File: src/rtl/p14_score_bcd_if.sv
// Score/BCD display bus: frame sync and binary score in, BCD digits and status out.
interface p14_score_bcd_if;
    logic       v_sync;
    logic [7:0] score;
    logic [3:0] bcd_hundreds;
    logic [3:0] bcd_tens;
    logic [3:0] bcd_ones;
    logic [7:0] best_score;
    logic       bcd_valid;
    logic       bcd_ready;
    logic       busy;

    modport master (
        output v_sync, score,
        input  bcd_hundreds, bcd_tens, bcd_ones, best_score, bcd_valid, bcd_ready, busy
    );

    modport slave (
        input  v_sync, score,
        output bcd_hundreds, bcd_tens, bcd_ones, best_score, bcd_valid, bcd_ready, busy
    );
endinterface

File: src/rtl/p14_score_bcd.sv
// Once-per-frame binary-to-BCD converter (double dabble, one shift per clock) with best-score tracking.
// state | meaning
// IDLE  | waiting for a v_sync leading edge
// SHIFT | eight add-3/shift steps on the 20-bit register
// DONE  | publish digits, pulse bcd_valid, return to IDLE
module p14_score_bcd #(
    parameter bit SYNC_ACTIVE_LOW = 1'b1,
    parameter bit SKIP_UNCHANGED  = 1'b0
) (
    input logic           clk,
    input logic           rst_n,
    p14_score_bcd_if.slave bus
);

    typedef enum logic [1:0] {IDLE, SHIFT, DONE} state_t;

    // Inactive level of v_sync; also the reset value of the delayed copy.
    localparam logic SYNC_IDLE = SYNC_ACTIVE_LOW;

    state_t      state_q, state_d;
    logic        v_sync_d;
    logic [19:0] shreg;
    logic [2:0]  cnt;
    logic [7:0]  last_score;
    logic [7:0]  best_q;
    logic [3:0]  hund_q, tens_q, ones_q;
    logic        valid_q, ready_q, busy_q;

    logic        sync_act, sync_d_act, trigger, skip, start;

    function automatic logic [19:0] dabble(input logic [19:0] r);
        logic [19:0] a;
        a = r;
        if (a[11:8]  >= 4'd5) a[11:8]  = a[11:8]  + 4'd3;
        if (a[15:12] >= 4'd5) a[15:12] = a[15:12] + 4'd3;
        if (a[19:16] >= 4'd5) a[19:16] = a[19:16] + 4'd3;
        return {a[18:0], 1'b0};
    endfunction

    always_comb begin
        sync_act   = (bus.v_sync != SYNC_IDLE);
        sync_d_act = (v_sync_d != SYNC_IDLE);
        trigger    = sync_act && !sync_d_act;
        skip       = SKIP_UNCHANGED && ready_q && (bus.score == last_score);
        start      = 1'b0;
        state_d    = state_q;
        case (state_q)
            IDLE: begin
                if (trigger && !skip) begin
                    start   = 1'b1;
                    state_d = SHIFT;
                end
            end
            SHIFT: begin
                if (cnt == 3'd7) state_d = DONE;
            end
            DONE:    state_d = IDLE;
            default: state_d = IDLE;
        endcase
    end

    always_ff @(posedge clk or negedge rst_n) begin
        if (!rst_n) state_q <= IDLE;
        else        state_q <= state_d;
    end

    always_ff @(posedge clk or negedge rst_n) begin
        if (!rst_n) begin
            v_sync_d   <= SYNC_IDLE;
            shreg      <= '0;
            cnt        <= '0;
            last_score <= '0;
            best_q     <= '0;
            hund_q     <= '0;
            tens_q     <= '0;
            ones_q     <= '0;
            valid_q    <= 1'b0;
            ready_q    <= 1'b0;
            busy_q     <= 1'b0;
        end else begin
            v_sync_d <= bus.v_sync;
            valid_q  <= 1'b0;
            if (start) begin
                shreg      <= {12'b0, bus.score};
                last_score <= bus.score;
                cnt        <= '0;
                busy_q     <= 1'b1;
                if (bus.score > best_q) best_q <= bus.score;
            end
            if (state_q == SHIFT) begin
                shreg <= dabble(shreg);
                cnt   <= cnt + 3'd1;
            end
            if (state_q == DONE) begin
                hund_q  <= shreg[19:16];
                tens_q  <= shreg[15:12];
                ones_q  <= shreg[11:8];
                valid_q <= 1'b1;
                ready_q <= 1'b1;
                busy_q  <= 1'b0;
            end
        end
    end

    assign bus.bcd_hundreds = hund_q;
    assign bus.bcd_tens     = tens_q;
    assign bus.bcd_ones     = ones_q;
    assign bus.best_score   = best_q;
    assign bus.bcd_valid    = valid_q;
    assign bus.bcd_ready    = ready_q;
    assign bus.busy         = busy_q;

endmodule

File: src/flat_wrapper.sv
// flat-port wrapper written by rule: the top's interface ports become plain ports
module p14_score_bcd_flat 
#(
    parameter bit SYNC_ACTIVE_LOW = 1'b1,
    parameter bit SKIP_UNCHANGED  = 1'b0
)
  (clk, rst_n, bus_v_sync, bus_score, bus_bcd_hundreds, bus_bcd_tens, bus_bcd_ones, bus_best_score, bus_bcd_valid, bus_bcd_ready, bus_busy);
  p14_score_bcd_if bus_i ();
  input logic clk;
  input logic rst_n;
  input wire logic [$bits(bus_i.v_sync)-1:0] bus_v_sync;
  input wire logic [$bits(bus_i.score)-1:0] bus_score;
  output wire logic [$bits(bus_i.bcd_hundreds)-1:0] bus_bcd_hundreds;
  output wire logic [$bits(bus_i.bcd_tens)-1:0] bus_bcd_tens;
  output wire logic [$bits(bus_i.bcd_ones)-1:0] bus_bcd_ones;
  output wire logic [$bits(bus_i.best_score)-1:0] bus_best_score;
  output wire logic [$bits(bus_i.bcd_valid)-1:0] bus_bcd_valid;
  output wire logic [$bits(bus_i.bcd_ready)-1:0] bus_bcd_ready;
  output wire logic [$bits(bus_i.busy)-1:0] bus_busy;
  assign bus_i.v_sync = bus_v_sync;
  assign bus_i.score = bus_score;
  assign bus_bcd_hundreds = bus_i.bcd_hundreds;
  assign bus_bcd_tens = bus_i.bcd_tens;
  assign bus_bcd_ones = bus_i.bcd_ones;
  assign bus_best_score = bus_i.best_score;
  assign bus_bcd_valid = bus_i.bcd_valid;
  assign bus_bcd_ready = bus_i.bcd_ready;
  assign bus_busy = bus_i.busy;
  p14_score_bcd #(.SYNC_ACTIVE_LOW(SYNC_ACTIVE_LOW), .SKIP_UNCHANGED(SKIP_UNCHANGED)) u_core (.clk(clk), .rst_n(rst_n), .bus(bus_i));
endmodule
File: config.mk
export PLATFORM = sky130hd
export DESIGN_NAME = p14_score_bcd_flat
export DESIGN_NICKNAME = d
export VERILOG_FILES = /design/src/rtl/p14_score_bcd_if.sv /design/src/rtl/p14_score_bcd.sv /design/src/flat_wrapper.sv
export SDC_FILE = /design/constraint.sdc
export NUM_CORES = 1
export LEC_CHECK = 0
export CAP_MARGIN = 20
export CELL_PAD_IN_SITES_DETAIL_PLACEMENT = 1
export CELL_PAD_IN_SITES_GLOBAL_PLACEMENT = 1
export CORE_ASPECT_RATIO = 1.2
export CORE_UTILIZATION = 30
export CTS_CLUSTER_DIAMETER = 200
export DETAILED_ROUTE_END_ITERATION = 7
export GPL_TIMING_DRIVEN = 0
export HOLD_SLACK_MARGIN = 0.05
export PLACE_DENSITY_LB_ADDON = 0.3
export SYNTH_ARGS = -nofsm -noshare
export SYNTH_HDL_FRONTEND = slang
export SYNTH_SLANG_ARGS = --single-unit
File: constraint.sdc
create_clock -name clk -period 1.5 [get_ports clk]
set_input_delay 0.3 -clock clk [delete_from_list [all_inputs] [get_ports clk]]
set_output_delay 0.3 -clock clk [all_outputs]
set_load 0.01 [all_outputs]
==> results of run 1 <==
## critical path, stage by stage
cell	delay, ns
sky130_fd_sc_hd__clkdlybuf4s50_1	0.50
sky130_fd_sc_hd__inv_1	0.05
sky130_fd_sc_hd__ha_1	0.27
sky130_fd_sc_hd__nand4_1	0.14
sky130_fd_sc_hd__o2111ai_4	0.26
sky130_fd_sc_hd__buf_12	0.17
sky130_fd_sc_hd__mux2_4	0.29
## registers in the layout (all words and copies together) (netlist names)
signal / cells
u_core.bus.bcd_tens: 4
u_core.state_q: 2
u_core.bus.best_score: 8
u_core.cnt: 3
u_core.bus.bcd_ones: 4
u_core.bus.bcd_valid: 1
u_core.bus.bcd_hundreds: 4
u_core.shreg: 20
u_core.v_sync_d: 1
u_core.bus.busy: 1
u_core.bus.bcd_ready: 1
## kinds of logic after synthesis
family	Yosys count
XOR/XNOR	5
AND/OR/NAND/NOR	47
multiplexers	22
buffers and inverters	24
flip-flops	49
AO/OA/AOI/OAI	47
adder cells (fa/ha/maj)	16
## per-stage QoR
step           util, %  instances  setup WS (ns)  total power [mW]  setup TNS, ns
3_3_place_gp      37.6        333          -1.41              4.84         -85.93
6_report          43.4        361         -0.313              6.38          -2.60
3_5_place_dp      37.8        334         -0.736              4.95         -17.69
5_1_grt           43.4        361         -0.382              6.92          -3.69
2_1_floorplan        -        210         -0.242              3.87          -1.94
4_1_cts           41.3        352         -0.297              6.12          -2.33
## how the worst max path moves through the flow
stage | from | endpoint | slack [ns]
floorplan | u_core.bus.best_score[1]$_DFFE_PN0P_ | u_core.bus.best_score[0]$_DFFE_PN0P_ | -0.24
global placement | rst_n | u_core.bus.best_score[0]$_DFFE_PN0P_ | -1.41
detailed placement | bus_score[7] | u_core.bus.best_score[6]$_DFFE_PN0P_ | -0.74
CTS | u_core.bus.best_score[1]$_DFFE_PN0P_ | u_core.bus.best_score[6]$_DFFE_PN0P_ | -0.30
global route | bus_score[2] | u_core.bus.best_score[6]$_DFFE_PN0P_ | -0.38
finish | bus_score[0] | u_core.bus.best_score[2]$_DFFE_PN0P_ | -0.31
## cells in the final DEF (no fill, tap or decap), drive strengths merged, types with 2 or more instances in the layout
master	count
nand2b	6
nor2b	2
mux2i	8
nand4	2
ha	16
clkbuf	15
o32ai	2
dlymetal6s2s	5
dlygate4sd2	22
o21ai	18
buf	23
a32o	3
inv	15
clkdlybuf4s50	3
xnor2	3
nor2	3
mux2	14
nand2	30
xor2	2
o31ai	4
a21oi	9
o22ai	6
dfrtp	48
## power groups by stage
stage / logic (mW) / clock network, mW / registers [mW]
after floorplan: 1.57 / 0 / 2.30
after global placement: 2.60 / 0 / 2.24
after detailed placement: 2.69 / 0 / 2.26
after CTS: 2.88 / 1.03 / 2.22
after global routing: 3.53 / 1.07 / 2.32
final: 3.15 / 0.990 / 2.24
## per-layer routing
layer	track usage, %	vias up	share of wire [%]
met5	0	-	0
met4	4.38	0	0.89
met3	3.43	4	2.8
met2	24.6	32	53
met1	17.1	892	43
li1	-	844	-
## cell type report
cell class	instances	area (um2)	area share, %
timing repair buffer	53	485	15.1
clock inverter	1	30.0	0.934
inverter	15	56.3	1.75
sequential	49	1230	38.2
tap	90	113	3.50
multi-input combinational	137	1150	35.9
clock buffer	7	86.3	2.68
buffer	9	62.6	1.95
## what timing repair did
action,in CTS,in global routing
hold endpoints to repair,16,0
setup buffers,9,9
resized for setup,47,41
hold buffers,1,0
setup endpoints to repair,57,29
pin swaps,9,7
==> impl_metrics.toml, run 1 <==
[worst_setup_path]
worstPathArrival_ns = 2.00
setup.reg_to_reg.worst_slack_ns = -0.29
timing.critical_path.fanout_max = 8
setup.worst_path.start_class = "input port"
rr_worst_depth = 8
critical_path.endpoint_type = "flop"
reg_to_reg_startpoint = "u_core.bus.best_score[7]$_DFFE_PN0P_"
worst-endpoint-required_ns = 1.68
worst-setup-path-type = "in2reg"
rr_endpoint = "u_core.bus.best_score[2]$_DFFE_PN0P_"

[timing]
unrepaired_setup_endpoints_after_global_routing = "true"
report.final.setup_viol = 13
final_hold_viols = 0
finalWorstPathRequiredPeriod_ns = 1.81
max_freq_mhz = 552
worst_slack_ns = -0.313
max-slew-margin-rel_pct = 68.2
post_route_clock_period_utilization_pct = 121
timing.clock.skew_ns = 0.00867
max_slew.worst_pin.slew_ns = 0.477
finalHoldWorstSlack_ns = 0.374
report.final.slew_viol_count = 0

[layout]
number_of_nets_in_the_final_layout = 297
finalInstanceArea_um2 = 3220
area_delta_synth_final_pct = 37.6
num-fill-cells = 830
layout-drive-gt1-share_pct = 26.9
antenna_cells_inserted = 0

[logic_synthesis]
synth_cell_types = 30
flip_flop_cell_with_the_highest_count_after_synthesis = "sky130_fd_sc_hd__dfrtp_1"
synth-simple-area-share_pct = 9.74
synth_sequential_area_ratio_pct = 52.5
synthMostInstantiatedCell = "sky130_fd_sc_hd__dfrtp_1"
multiplexer_fraction_of_the_synthesized_cell_area_pct = 10.2
netlist_top_cells_area = "sky130_fd_sc_hd__dfrtp_1, sky130_fd_sc_hd__ha_1, sky130_fd_sc_hd__mux2_2"
syn_area_per_cell_um2 = 11.1
synthArstFlopShare_pct = 100
synthesized_area_fraction_occupied_by_xor_and_xnor_cells_pct = 1.87
mappedNetlistNets = 237
synth-warning-count = 0
synthCells = 210
synth_top_family_by_area = "compound AO/OA/AOI/OAI gates"
syn_area_um2 = 2340
synth-compound-area-share_pct = 13.1
post_synth_fa_ha_maj_area_fraction_pct = 8.57
synth_top_area_share_pct = 51.4
synth-edff-count = 0
synth_top_cells_by_count = "sky130_fd_sc_hd__dfrtp_1, sky130_fd_sc_hd__nand2_1, sky130_fd_sc_hd__o21ai_0"
synth.largest_area_cell = "sky130_fd_sc_hd__dfrtp_1"
postSynthRegisterBits = 49

[power]
irDropWorstVdd_v = 0.000791
cellPowerDensity_nw_per_um2 = 1990
pwr-share-comb_pct = 49.4
seq_power_share_pct = 35.1
total_leakage_power_nw = 1.54
clock_power_share_pct = 15.5
swShare_pct = 37.4
cell_internal_pwr_mw = 4.00
power.net_switching_mw = 2.39

[grt]
total_overflow_reported_by_the_global_router = 0
groute.usage.overall_pct = 14.2
grt_max_degree = 34
first_pass_grt_wire_length_mm = 8.68
initial_antenna_violation_count = 0
first_global_vias = 1788

[place]
portBuffers = 33
finalWeightedCongestion = 0.742
placed_area_um2 = 2800
total_half_perimeter_wirelength_after_legalization_and_detailed_placement_mm = 3.65

[hold_path]
hold_crit_endpoint = "u_core.bus.best_score[3]$_DFFE_PN0P_"
hold_depth = 2
hold_path_startpoint = "bus_score[3]"
worst_hold_path_type = "in2reg"

[clock_network]
cts_buffers = 5
clock-sinks = 49
cts.path.max_buffers = 2
clockRootBuffer = "sky130_fd_sc_hd__clkbuf_8"
clk_pin_slew_ns = 0.09
htree_num_levels = 2
worst_skew_pair.late_latency_ns = 0.30
clock_tree_from_tritoncts = "built"

[detailed_routing]
drt_pre_antenna_iters = 3
drc = 0
detailedRoute.firstIterationViolations = 38
post_detailed_route_count_of_antenna_violating_nets = 0
routed_wl_mm = 5.53
via_count = 1772
post_drt_via_cell_ratio = 4.91
post_drt_wl_per_cell_um = 15.3

[flow_run]
max_capacitance_violation_count = 0

[floorplan]
die_width_um = 82.6
ios = 34
rows = 34
die_y_um = 98.7
initial_core_util_pct = 31.6
core_region_area_um2 = 7400
die-area_um2 = 8150

[outcome]
violations = "negative setup slack"
outcome = "finished, violations left"
No activity file was read; power rests on OpenSTA's default activity.
==> inputs of run 2 (changes only) <==
--- a/config.mk
+++ b/config.mk
@@ -5,6 +5,7 @@
 export SDC_FILE = /design/constraint.sdc
 export NUM_CORES = 1
 export LEC_CHECK = 0
+export ABC_AREA = 1
 export CAP_MARGIN = 20
 export CELL_PAD_IN_SITES_DETAIL_PLACEMENT = 1
 export CELL_PAD_IN_SITES_GLOBAL_PLACEMENT = 1
@@ -12,9 +13,9 @@
 export CORE_UTILIZATION = 30
 export CTS_CLUSTER_DIAMETER = 200
 export DETAILED_ROUTE_END_ITERATION = 7
-export GPL_TIMING_DRIVEN = 0
 export HOLD_SLACK_MARGIN = 0.05
 export PLACE_DENSITY_LB_ADDON = 0.3
+export SETUP_SLACK_MARGIN = 0.1
 export SYNTH_ARGS = -nofsm -noshare
 export SYNTH_HDL_FRONTEND = slang
 export SYNTH_SLANG_ARGS = --single-unit
==> impl_metrics.toml, run 2 <==
[outcome]
outcome = "finished, violations left"
violations = "negative setup slack"

[detailed_routing]
via_count = 2023
detailedRoute.firstIterationViolations = 25
post_drt_wl_per_cell_um = 13.3
drc = 0
post_drt_via_cell_ratio = 4.67
post_detailed_route_count_of_antenna_violating_nets = 0
drt_pre_antenna_iters = 4
routed_wl_mm = 5.78

[layout]
layout-drive-gt1-share_pct = 34.0
number_of_nets_in_the_final_layout = 367
antenna_cells_inserted = 0
regMostFlops = "u_core.shreg"
most_common_library_cell_in_the_layout_ignoring_fill_and_taps = "sky130_fd_sc_hd__nand2_1"
num-fill-cells = 890
largest_register_ffs = 20
layout.cells.most_common_list = "sky130_fd_sc_hd__nand2_1, sky130_fd_sc_hd__dfrtp_1, sky130_fd_sc_hd__buf_4, sky130_fd_sc_hd__dlygate4sd2_1, sky130_fd_sc_hd__o21ai_0"
finalInstanceArea_um2 = 3390
area_delta_synth_final_pct = 43.3
seqCellArea_um2 = 1230
footprint_of_the_multi_input_gates_um2 = 1220

[clock_network]
clock_tree_from_tritoncts = "built"
cts_buffers = 5
clk_pin_slew_ns = 0.09
cts.path.max_buffers = 2
clockRootBuffer = "sky130_fd_sc_hd__clkbuf_8"
htree_num_levels = 2
worst_skew_pair.late_latency_ns = 0.30
clock-sinks = 49

[worst_setup_path]
setup.worst_path.start_class = "flop"
rr_worst_depth = 9
critical_path.endpoint_type = "flop"
timing.critical_path.fanout_max = 4
crit_path_frequent_cell = "sky130_fd_sc_hd__buf_6"
worstPathBufferInverterCount = 3
reg_to_reg_startpoint = "u_core.bus.best_score[7]$_DFFE_PN0P_"
rr_endpoint = "u_core.bus.best_score[4]$_DFFE_PN0P_"
timing.critical_path.slowest_cell_delay_ns = 0.42
worst-setup-path-type = "reg2reg"
timing.critical_path.cells = "inv_2 -> ha_4 -> nand2_4 -> nor2_4 -> buf_6 -> a21oi_4 -> buf_6 -> nand3_1 -> nand2_1"
setup.reg_to_reg.worst_slack_ns = -0.02
worstPathArrival_ns = 1.77
critical_path.slowest_cell = "sky130_fd_sc_hd__dfrtp_1"
worst-endpoint-required_ns = 1.75
crit_family = "flip-flops"

[power]
power.net_switching_mw = 2.91
swShare_pct = 42.1
clock_power_share_pct = 10.8
irDropWorstVdd_v = 0.000793
pwr-share-comb_pct = 56.7
cellPowerDensity_nw_per_um2 = 2040
cell_internal_pwr_mw = 4.01
total_leakage_power_nw = 1.64
seq_power_share_pct = 32.4
total_power_mw = 6.92

[logic_synthesis]
synthCells = 266
synthMostInstantiatedCell = "sky130_fd_sc_hd__nand2_1"
synth_top_area_share_pct = 50.8
synth-warning-count = 0
flip_flop_cell_with_the_highest_count_after_synthesis = "sky130_fd_sc_hd__dfrtp_1"
syn_area_um2 = 2360
synth_sequential_area_ratio_pct = 51.9
synth_top_cells_by_count = "sky130_fd_sc_hd__nand2_1, sky130_fd_sc_hd__dfrtp_1, sky130_fd_sc_hd__inv_1"
synth.largest_area_cell = "sky130_fd_sc_hd__dfrtp_1"
syn_area_per_cell_um2 = 8.89
synth-edff-count = 0
postSynthRegisterBits = 49
synthArstFlopShare_pct = 100
netlist_top_cells_area = "sky130_fd_sc_hd__dfrtp_1, sky130_fd_sc_hd__nand2_1, sky130_fd_sc_hd__ha_1"
synth_cell_types = 26
mappedNetlistNets = 293

[timing]
max_slew.worst_pin.slew_ns = 0.336
max-slew-margin-rel_pct = 77.6
post_route_clock_period_utilization_pct = 101
worst_slack_ns = -0.0214
max_freq_mhz = 657
report.final.setup_viol = 8
timing.clock.skew_ns = 0.00515
report.final.slew_viol_count = 0
finalWorstPathRequiredPeriod_ns = 1.52
final_hold_viols = 0
unrepaired_setup_endpoints_after_global_routing = "true"

[grt]
initial_antenna_violation_count = 0
groute.usage.overall_pct = 14.4
grt_max_degree = 27
total_overflow_reported_by_the_global_router = 0
first_pass_grt_wire_length_mm = 9.70
first_global_vias = 2082

[hold_path]
worst_hold_path_type = "in2reg"
hold_depth = 3
hold_path_startpoint = "bus_score[0]"
hold_crit_endpoint = "u_core.bus.best_score[0]$_DFFE_PN0P_"

[floorplan]
ios = 34
die-area_um2 = 8240
initial_core_util_pct = 30.9
die_y_um = 99.3
rows = 35
die_width_um = 83.1
core_region_area_um2 = 7660

[place]
placed_area_um2 = 3010
portBuffers = 33
finalWeightedCongestion = 0.777
total_half_perimeter_wirelength_after_legalization_and_detailed_placement_mm = 3.96

[flow_run]
max_capacitance_violation_count = 0
run 2: changes by cell type after synthesis, sizes merged, moves of 5 or more:
| cell | before | now |
|---|---|---|
| a21oi | 9 | 4 |
| clkbuf | 8 | 2 |
| inv | 15 | 37 |
| mux2 | 14 | 0 |
| mux2i | 8 | 0 |
| nand2 | 30 | 70 |
| nand2b | 6 | 0 |
| nand3 | 1 | 13 |
| nor2 | 3 | 20 |
| o211ai | 1 | 9 |
| o21ai | 18 | 29 |
run 2: final cells by class:
type / count / share of cell area, %
multi-input combinational: 175 / 36.2
clock buffer: 6 / 2.14
sequential: 49 / 36.2
clock inverter: 2 / 0.295
inverter: 37 / 4.17
timing repair buffer: 72 / 17.6
tap: 92 / 3.40
run 2: worst register-to-register path: stages, from the launching register on:
cell	delay [ns]
sky130_fd_sc_hd__dfrtp_1	0.42
sky130_fd_sc_hd__inv_2	0.08
sky130_fd_sc_hd__ha_4	0.21
sky130_fd_sc_hd__nand2_4	0.08
sky130_fd_sc_hd__nor2_4	0.04
sky130_fd_sc_hd__buf_6	0.11
sky130_fd_sc_hd__a21oi_4	0.23
sky130_fd_sc_hd__buf_6	0.17
sky130_fd_sc_hd__nand3_1	0.07
sky130_fd_sc_hd__nand2_1	0.06
run 2: logic make-up after synthesis:
| kind of cell | count (synthesis) | synth area share (%) |
|---|---|---|
| compound gates | 51 | 13.1 |
| xor+xnor | 2 | 0.741 |
| fa+ha+maj | 16 | 8.47 |
| buf+inv | 43 | 7.35 |
| flops | 49 | 51.9 |
| simple gates | 105 | 18.5 |
run 2: power by group through the flow:
| stage | Clock (mW) | Sequential (mW) | Combinational, mW |
|---|---|---|---|
| floorplan | 0 | 2.31 | 1.84 |
| global placement | 0 | 2.23 | 3.22 |
| detailed placement | 0 | 2.24 | 3.30 |
| CTS | 0.795 | 2.23 | 3.48 |
| global route | 0.827 | 2.33 | 4.43 |
| finish | 0.749 | 2.24 | 3.93 |
run 2: repair_timing:
item,CTS,global route
hold buffers,1,0
endpoints found under the setup margin,33,27
endpoints found under the hold margin,48,0
pin swaps,15,17
setup buffers,4,6
cloned,1,0
gates resized for setup,68,53
run 2: worst max-delay path by stage:
stage / start / endpoint / slack [ns] / depth (start not counted)
final: u_core.bus.best_score[7]$_DFFE_PN0P_ / u_core.bus.best_score[4]$_DFFE_PN0P_ / -0.02 / 9
after global routing: u_core.bus.best_score[7]$_DFFE_PN0P_ / u_core.bus.best_score[6]$_DFFE_PN0P_ / -0.10 / 9
after CTS: u_core.bus.best_score[4]$_DFFE_PN0P_ / bus_best_score[4] / 0.003 / 3
after detailed placement: bus_score[0] / u_core.bus.best_score[4]$_DFFE_PN0P_ / -0.42 / 9
after global placement: bus_score[0] / u_core.bus.best_score[6]$_DFFE_PN0P_ / -0.42 / 9
after floorplan: u_core.bus.best_score[5]$_DFFE_PN0P_ / u_core.bus.best_score[0]$_DFFE_PN0P_ / 0.06 / 9
run 2: metrics by stage:
stage / setup TNS (ns) / util [%] / hold slack (ns) / std cells / setup slack, ns
finish: -0.0972 / 44.2 / 0.400 / 433 / -0.0214
global placement: -4.48 / 39.2 / 0.312 / 414 / -0.417
global route: -0.682 / 44.2 / 0.402 / 433 / -0.104
floorplan: 0 / - / 0.00441 / 266 / 0.0640
detailed placement: -4.91 / 39.2 / 0.315 / 414 / -0.422
CTS: 0 / 42.1 / 0.404 / 428 / 0.00286
run 2: layer usage:
metal  up-vias  global-route usage, %  share of wire, %
li1       1008                      -                 -
met5         -                      0                 0
met2        39                   25.0                50
met4         0                   4.38               1.2
met3         7                   2.32               3.2
met1       969                   18.4                45
